**src/rtl/vga_pkg.sv**
```systemverilog
// vga_pkg: shared 640x480 timing constants, pattern encoding, box limits
// and colour constants for the pixel pipeline.
package vga_pkg;
    localparam int VGA_H_BACK_PORCH = 48;
    localparam int VGA_H_VISIBLE    = 640;
    localparam int VGA_V_BACK_PORCH = 33;
    localparam int VGA_V_VISIBLE    = 480;

    typedef enum logic [1:0] {
        PAT_WHITE = 2'd0,
        PAT_BARS  = 2'd1,
        PAT_CHECK = 2'd2,
        PAT_BOX   = 2'd3
    } pat_e;

    localparam int BOX_SIZE  = 64;
    localparam int BOX_X_MAX = 576;
    localparam int BOX_Y_MAX = 416;

    localparam logic [23:0] RGB_WHITE = 24'hFFFFFF;
    localparam logic [23:0] RGB_BLACK = 24'h000000;
    localparam logic [23:0] RGB_BOX   = 24'hFF0000;
    localparam logic [23:0] RGB_BG    = 24'h000040;

    // Bar i lights red/green/blue from bits 2/1/0 of its index.
    function automatic logic [23:0] bar_rgb(input logic [2:0] i);
        return {{8{i[2]}}, {8{i[1]}}, {8{i[0]}}};
    endfunction
endpackage

```
**src/rtl/vga_pattern_gen_if.sv**
```systemverilog
// vga_pattern_gen_if: sync inputs, pattern select and pixel outputs of the
// pattern generator; master drives syncs, slave is the generator.
interface vga_pattern_gen_if;
    logic        hsync;
    logic        vsync;
    logic [1:0]  pattern_sel;
    logic        hsync_out;
    logic        vsync_out;
    logic        de;
    logic [7:0]  red;
    logic [7:0]  green;
    logic [7:0]  blue;
    logic [9:0]  x_val;
    logic [9:0]  y_val;
    logic [15:0] frame_count;

    modport master (
        output hsync, vsync, pattern_sel,
        input  hsync_out, vsync_out, de, red, green, blue, x_val, y_val, frame_count
    );
    modport slave (
        input  hsync, vsync, pattern_sel,
        output hsync_out, vsync_out, de, red, green, blue, x_val, y_val, frame_count
    );
endinterface

```
**src/rtl/vga_box_mover.sv**
```systemverilog
// vga_box_mover: bouncing box position, one step per axis on each frame_tick,
// landing on a bound before reversing direction.
module vga_box_mover
    import vga_pkg::*;
#(
    parameter int X_MAX = BOX_X_MAX,
    parameter int Y_MAX = BOX_Y_MAX
) (
    input  logic       clk,
    input  logic       rst_n,
    input  logic       frame_tick_i,
    output logic [9:0] box_x_o,
    output logic [9:0] box_y_o
);
    logic [9:0] x_q, x_d, y_q, y_d;
    logic       dx_q, dx_d, dy_q, dy_d;

    // Direction bit set means moving toward zero.
    always_comb begin
        x_d  = dx_q ? x_q - 10'd1 : x_q + 10'd1;
        y_d  = dy_q ? y_q - 10'd1 : y_q + 10'd1;
        dx_d = dx_q ? (x_d != 10'd0) : (x_d == 10'(X_MAX));
        dy_d = dy_q ? (y_d != 10'd0) : (y_d == 10'(Y_MAX));
    end

    always_ff @(posedge clk or negedge rst_n) begin
        if (!rst_n) begin
            x_q  <= '0;
            y_q  <= '0;
            dx_q <= 1'b0;
            dy_q <= 1'b0;
        end else if (frame_tick_i) begin
            x_q  <= x_d;
            y_q  <= y_d;
            dx_q <= dx_d;
            dy_q <= dy_d;
        end
    end

    assign box_x_o = x_q;
    assign box_y_o = y_q;
endmodule

```
**src/rtl/vga_pattern_gen.sv**
```systemverilog
// vga_pattern_gen: rebuilds pixel position from sync edges and emits a
// registered RGB test pattern with data-enable and syncs delayed two clocks.
module vga_pattern_gen
    import vga_pkg::*;
#(
    parameter int H_BACK_PORCH = VGA_H_BACK_PORCH,
    parameter int H_VISIBLE    = VGA_H_VISIBLE,
    parameter int V_BACK_PORCH = VGA_V_BACK_PORCH,
    parameter int V_VISIBLE    = VGA_V_VISIBLE
) (
    input logic               clk,
    input logic               rst_n,
    vga_pattern_gen_if.slave  bus
);
    logic        hsync_q, vsync_q, hs_out_q, vs_out_q;
    logic        h_rise, v_rise, vis, in_box, de_q;
    logic [10:0] h_pos_q, h_pos_d, v_pos_q, v_pos_d;
    logic [1:0]  pat_q;
    logic [15:0] fc_q;
    logic [23:0] rgb_q, rgb_d;
    logic [9:0]  x, y, x_q, y_q, box_x, box_y;

    assign h_rise = bus.hsync & ~hsync_q;
    assign v_rise = bus.vsync & ~vsync_q;

    vga_box_mover u_box (
        .clk          (clk),
        .rst_n        (rst_n),
        .frame_tick_i (v_rise),
        .box_x_o      (box_x),
        .box_y_o      (box_y)
    );

    // Positions saturate at all-ones so a lost sync can never wrap into view.
    always_comb begin
        h_pos_d = h_rise ? '0 : h_pos_q + {10'd0, ~&h_pos_q};
        v_pos_d = v_rise ? '0 : v_pos_q + {10'd0, h_rise & ~&v_pos_q};
        x       = 10'(h_pos_q - 11'(H_BACK_PORCH));
        y       = 10'(v_pos_q - 11'(V_BACK_PORCH));
        vis     = h_pos_q >= 11'(H_BACK_PORCH) && h_pos_q < 11'(H_BACK_PORCH + H_VISIBLE)
               && v_pos_q >= 11'(V_BACK_PORCH) && v_pos_q < 11'(V_BACK_PORCH + V_VISIBLE);
        in_box  = x >= box_x && {1'b0, x} < {1'b0, box_x} + 11'(BOX_SIZE)
               && y >= box_y && {1'b0, y} < {1'b0, box_y} + 11'(BOX_SIZE);
        rgb_d   = pat_q == PAT_WHITE ? RGB_WHITE
                : pat_q == PAT_BARS  ? bar_rgb(3'(x / 10'd80))
                : pat_q == PAT_CHECK ? ((x[5] ^ y[5]) ? RGB_WHITE : RGB_BLACK)
                : in_box             ? RGB_BOX : RGB_BG;
    end

    always_ff @(posedge clk or negedge rst_n) begin
        if (!rst_n) begin
            hsync_q  <= 1'b1;
            vsync_q  <= 1'b1;
            hs_out_q <= 1'b1;
            vs_out_q <= 1'b1;
            h_pos_q  <= '1;
            v_pos_q  <= '1;
            pat_q    <= '0;
            fc_q     <= '0;
            de_q     <= 1'b0;
            rgb_q    <= '0;
            x_q      <= '0;
            y_q      <= '0;
        end else begin
            hsync_q  <= bus.hsync;
            vsync_q  <= bus.vsync;
            hs_out_q <= hsync_q;
            vs_out_q <= vsync_q;
            h_pos_q  <= h_pos_d;
            v_pos_q  <= v_pos_d;
            if (v_rise) begin
                pat_q <= bus.pattern_sel;
                fc_q  <= fc_q + 16'd1;
            end
            de_q  <= vis;
            rgb_q <= vis ? rgb_d : '0;
            x_q   <= vis ? x : '0;
            y_q   <= vis ? y : '0;
        end
    end

    assign bus.hsync_out   = hs_out_q;
    assign bus.vsync_out   = vs_out_q;
    assign bus.de          = de_q;
    assign bus.red         = rgb_q[23:16];
    assign bus.green       = rgb_q[15:8];
    assign bus.blue        = rgb_q[7:0];
    assign bus.x_val       = x_q;
    assign bus.y_val       = y_q;
    assign bus.frame_count = fc_q;
endmodule

```
**src/flat_wrapper.sv**
```systemverilog
// flat-port wrapper written by rule: the top's interface ports become plain ports
module vga_pattern_gen_flat import vga_pkg::*;
#(
    parameter int H_BACK_PORCH = VGA_H_BACK_PORCH,
    parameter int H_VISIBLE    = VGA_H_VISIBLE,
    parameter int V_BACK_PORCH = VGA_V_BACK_PORCH,
    parameter int V_VISIBLE    = VGA_V_VISIBLE
)
  (clk, rst_n, bus_hsync, bus_vsync, bus_pattern_sel, bus_hsync_out, bus_vsync_out, bus_de, bus_red, bus_green, bus_blue, bus_x_val, bus_y_val, bus_frame_count);
  vga_pattern_gen_if bus_i ();
  input logic clk;
  input logic rst_n;
  input wire logic [$bits(bus_i.hsync)-1:0] bus_hsync;
  input wire logic [$bits(bus_i.vsync)-1:0] bus_vsync;
  input wire logic [$bits(bus_i.pattern_sel)-1:0] bus_pattern_sel;
  output wire logic [$bits(bus_i.hsync_out)-1:0] bus_hsync_out;
  output wire logic [$bits(bus_i.vsync_out)-1:0] bus_vsync_out;
  output wire logic [$bits(bus_i.de)-1:0] bus_de;
  output wire logic [$bits(bus_i.red)-1:0] bus_red;
  output wire logic [$bits(bus_i.green)-1:0] bus_green;
  output wire logic [$bits(bus_i.blue)-1:0] bus_blue;
  output wire logic [$bits(bus_i.x_val)-1:0] bus_x_val;
  output wire logic [$bits(bus_i.y_val)-1:0] bus_y_val;
  output wire logic [$bits(bus_i.frame_count)-1:0] bus_frame_count;
  assign bus_i.hsync = bus_hsync;
  assign bus_i.vsync = bus_vsync;
  assign bus_i.pattern_sel = bus_pattern_sel;
  assign bus_hsync_out = bus_i.hsync_out;
  assign bus_vsync_out = bus_i.vsync_out;
  assign bus_de = bus_i.de;
  assign bus_red = bus_i.red;
  assign bus_green = bus_i.green;
  assign bus_blue = bus_i.blue;
  assign bus_x_val = bus_i.x_val;
  assign bus_y_val = bus_i.y_val;
  assign bus_frame_count = bus_i.frame_count;
  vga_pattern_gen #(.H_BACK_PORCH(H_BACK_PORCH), .H_VISIBLE(H_VISIBLE), .V_BACK_PORCH(V_BACK_PORCH), .V_VISIBLE(V_VISIBLE)) u_core (.clk(clk), .rst_n(rst_n), .bus(bus_i));
endmodule
```
**config.mk**
```make
export PLATFORM = sky130hd
export DESIGN_NAME = vga_pattern_gen_flat
export DESIGN_NICKNAME = d
export VERILOG_FILES = /design/src/rtl/vga_pkg.sv /design/src/rtl/vga_pattern_gen_if.sv /design/src/rtl/vga_box_mover.sv /design/src/rtl/vga_pattern_gen.sv /design/src/flat_wrapper.sv
export SDC_FILE = /design/constraint.sdc
export NUM_CORES = 1
export LEC_CHECK = 0
export BUFFER_PORTS_ARGS = -buffer_cell sky130_fd_sc_hd__buf_2
export CORE_MARGIN = 1
export CORE_UTILIZATION = 30
export CTS_CLUSTER_SIZE = 40
export DETAILED_ROUTE_END_ITERATION = 8
export SETUP_SLACK_MARGIN = 0.05
export SYNTH_ARGS = -nofsm -noshare
export SYNTH_HDL_FRONTEND = slang
export SYNTH_SLANG_ARGS = --single-unit
```
**constraint.sdc**
```tcl
create_clock -name clk -period 3.6 [get_ports clk]
set_input_delay 0.18 -clock clk [delete_from_list [all_inputs] [get_ports clk]]
set_output_delay 0.18 -clock clk [all_outputs]
set_load 0.03 [all_outputs]
```
==> results.py <==
metrics = {
    "status": {
        "outcome": "complete, no violations",
    },
    "route": {
        "drtAntennaViolNets": 0,
        "route.vias.total": 4385,
        "drt_iter0_markers": 239,
        "first_pass_iters": 4,
        "via_per_inst": 4.700,
        "drcViolationCount": 0,
        "routed_wl_um": 12300,
        "wl_per_cell_um": 13.19,
    },
    "place": {
        "place_congestion": 0.8630,
        "place_ws_ns": 0.4471,
        "place_hpwl_um": 9057,
        "io_buffers": 68,
    },
    "setup_path": {
        "crit_path_start_kind": "register",
        "critPathKind": "register to register",
        "crit_required_ns": 3.84,
        "path_max_fanout": 7,
        "arrival_ns": 3.43,
        "cp-end-kind": "register",
    },
    "synth": {
        "async_flop_share_pct": 100.0,
        "netlist_area_um2": 5859,
        "seq_area_frac_synth_pct": 39.42,
        "yosys_warnings": 0,
        "avgSynthCellArea_um2": 9.451,
        "synth_most_common_cell": "dfrtp_1",
        "ys_types": 64,
        "synth.net_count": 685,
        "synth-edff-count": 0,
        "synth_seq_cells": 91,
        "synthCells": 620,
        "synth_ff_type": "dfrtp_1",
        "yosys.area.top_type": "dfrtp_1",
        "synth_area_leaders": "dfrtp_1 28%, ha_1 12%, dfstp_2 12%",
        "synth_top_area_share_pct": 27.76,
        "synthTopCellsByCount": "65 x dfrtp_1, 57 x ha_1, 54 x nand2_1",
    },
    "die": {
        "die_h_um": 141.8,
        "die_w_um": 141.8,
        "die-area_um2": 20090,
        "start_util_pct": 31.01,
        "coreArea_um2": 18890,
        "rows": 50,
        "ioPinCount": 69,
    },
    "clock_network": {
        "post_cts.repair.setup_buffers": 0,
        "cts.clk_slew.worst_paths_ns": 0.07,
        "clock_latency_ns": 0.35,
        "htree_levels": 3,
        "numCtsBuffers": 9,
        "cts.root.buffer_cell": "clkbuf_16",
        "cts_tree": "done",
        "clkSinkCount": 91,
        "clock_path_buffers": 2,
    },
    "final_layout": {
        "syn2layout_area_growth_pct": 13.90,
        "fill_cells": 1965,
        "fin_nets": 733,
        "drive_above_1_share_pct": 18.57,
        "diodes": 0,
        "multiInputGateArea_um2": 3161,
        "register_area_um2": 2310,
    },
    "sta": {
        "worst_slew_pin_slew_ns": 1.001,
        "finalSetupViolCount": 0,
        "grt_setup_unrepaired": "false",
        "final_max_slew_viol_count": 0,
        "hold_viol": 0,
        "post-route-period-util_pct": 88.66,
        "max_slew_margin_pct": 33.29,
        "fin_ws_ns": 0.4083,
        "fin_skew_ns": 0.009237,
        "tns_ns": 0,
        "clock.fmax_ghz": 0.3133,
        "timing.final.crit_period_ns": 3.192,
    },
    "global_route": {
        "grt_pass1_wl_um": 20790,
        "grt_start_max_net_pins": 64,
        "antenna_found_initial": 0,
        "grt-ovfl-total": 0,
        "first_global_vias": 4191,
        "track_usage_pct": 13.06,
    },
    "power_and_ir_drop": {
        "p_leak_nw": 3.121,
        "ir_drop_mv": 0.2320,
        "power_density_nw_per_um2": 555.7,
    },
    "min_path": {
        "hp-class": "primary input to register",
    },
    "flow_run": {
        "maxCapViolCount": 0,
    },
}
==> per-stage QoR <==
stage          hold WS [ns]  util (%)  instance area [µm²]  cells  power [W]
2_1_floorplan       -0.1156         -                 5859    620   0.002417
6_report            0.06089     35.32                 6674    933   0.003709
4_1_cts             0.04838     35.32                 6674    933   0.003745
3_5_place_dp         0.2946     33.55                 6339    914   0.002749
5_1_grt             0.06627     35.32                 6674    933   0.004001
3_3_place_gp         0.2951     33.55                 6339    914   0.002730
==> sequential cells by signal (all words and copies together), names as in the netlist, 2 cells and up <==
name,flops
u_core.bus.frame_count,16
u_core.h_pos_q,11
u_core.v_pos_q,11
u_core.bus.x_val,10
u_core.bus.y_val,10
u_core.u_box.box_x_o,10
u_core.u_box.box_y_o,10
u_core.rgb_q,4
u_core.pat_q,2
==> where the power goes <==
part           internal (W)  total [W]  switching (W)
Clock              0.000560   0.000979       0.000419
Combinational      0.000584    0.00133       0.000749
Sequential          0.00119    0.00140       0.000204
==> cell families after synthesis <==
family | after synthesis | synth area share, %
flops | 91 | 39.42
mux | 2 | 0.3630
compound gates | 116 | 13.09
xor+xnor | 64 | 9.801
buf+inv | 80 | 6.684
simple gates | 208 | 17.79
fa+ha+maj | 59 | 12.85
==> final timing paths <==
kind | startpoint | to | slack [ns] | cells after the start
min in group asynchronous | rst_n | u_core.bus.frame_count[3]$_DFFE_PN0P_ | 0.46 | 2
setup / recovery | u_core.v_pos_q[1]$_DFF_PN1_ | u_core.rgb_q[6]$_DFF_PN0_ | 0.41 | 12
setup reg to reg | u_core.v_pos_q[1]$_DFF_PN1_ | u_core.rgb_q[6]$_DFF_PN0_ | 0.41 | 12
hold / removal | bus_pattern_sel[1] | u_core.pat_q[1]$_DFFE_PN0P_ | 0.06 | 3
hold reg to reg | u_core.hsync_q$_DFF_PN1_ | u_core.bus.hsync_out$_DFF_PN1_ | 0.37 | 0
max in group asynchronous | rst_n | u_core.h_pos_q[7]$_DFF_PN1_ | 2.32 | 3
==> layout make-up <==
| class | instances | share of cell area, % |
|---|---|---|
| Tap cell | 260 | 4.874 |
| Timing Repair Buffer | 77 | 6.262 |
| Inverter | 40 | 2.325 |
| Clock buffer | 11 | 3.637 |
| Multi-Input combinational cell | 449 | 47.36 |
| Clock inverter | 5 | 0.9374 |
| Sequential cell | 91 | 34.61 |
==> worst max-delay path, stage by stage (launching register included) <==
cell,delay (ns)
dfstp_2,0.40
or4_4,0.55
or2_1,0.32
nand2_1,0.10
nand2_1,0.06
xnor2_1,0.27
ha_1,0.30
a21oi_1,0.16
o21ai_0,0.10
a221o_1,0.31
a21oi_1,0.18
nand2_1,0.09
a41o_1,0.24
==> layout by cell type, fill, tap and decap left out, drive strengths merged, types with 3 or more instances in the layout <==
| cell type | count |
|---|---|
| a2111oi | 3 |
| a21o | 6 |
| a21oi | 32 |
| a221o | 3 |
| a31oi | 4 |
| and2 | 18 |
| and3 | 3 |
| buf | 74 |
| clkbuf | 11 |
| clkinv | 3 |
| dfrtp | 65 |
| dfstp | 26 |
| dlygate4sd3 | 3 |
| ha | 57 |
| inv | 39 |
| nand2 | 55 |
| nand2b | 8 |
| nand3 | 20 |
| nand4 | 16 |
| nor2 | 45 |
| nor2b | 8 |
| nor3 | 13 |
| nor3b | 3 |
| o211ai | 3 |
| o21a | 5 |
| o21ai | 36 |
| o22ai | 3 |
| o31ai | 5 |
| or3 | 5 |
| xnor2 | 40 |
| xor2 | 23 |
==> timing repair <==
action                    CTS  global route
hold buffers                3             0
hold endpoints to repair   41             0
resized for setup           0             0
==> metal layers <==
metal | global-route usage (%) | share of wire [%]
met3 | 1.890 | 3.0
met2 | 21.49 | 47
met4 | 4.867 | 1.6
met5 | 0 | 0
met1 | 17.37 | 49
No activity file was read; power rests on OpenSTA's default activity.
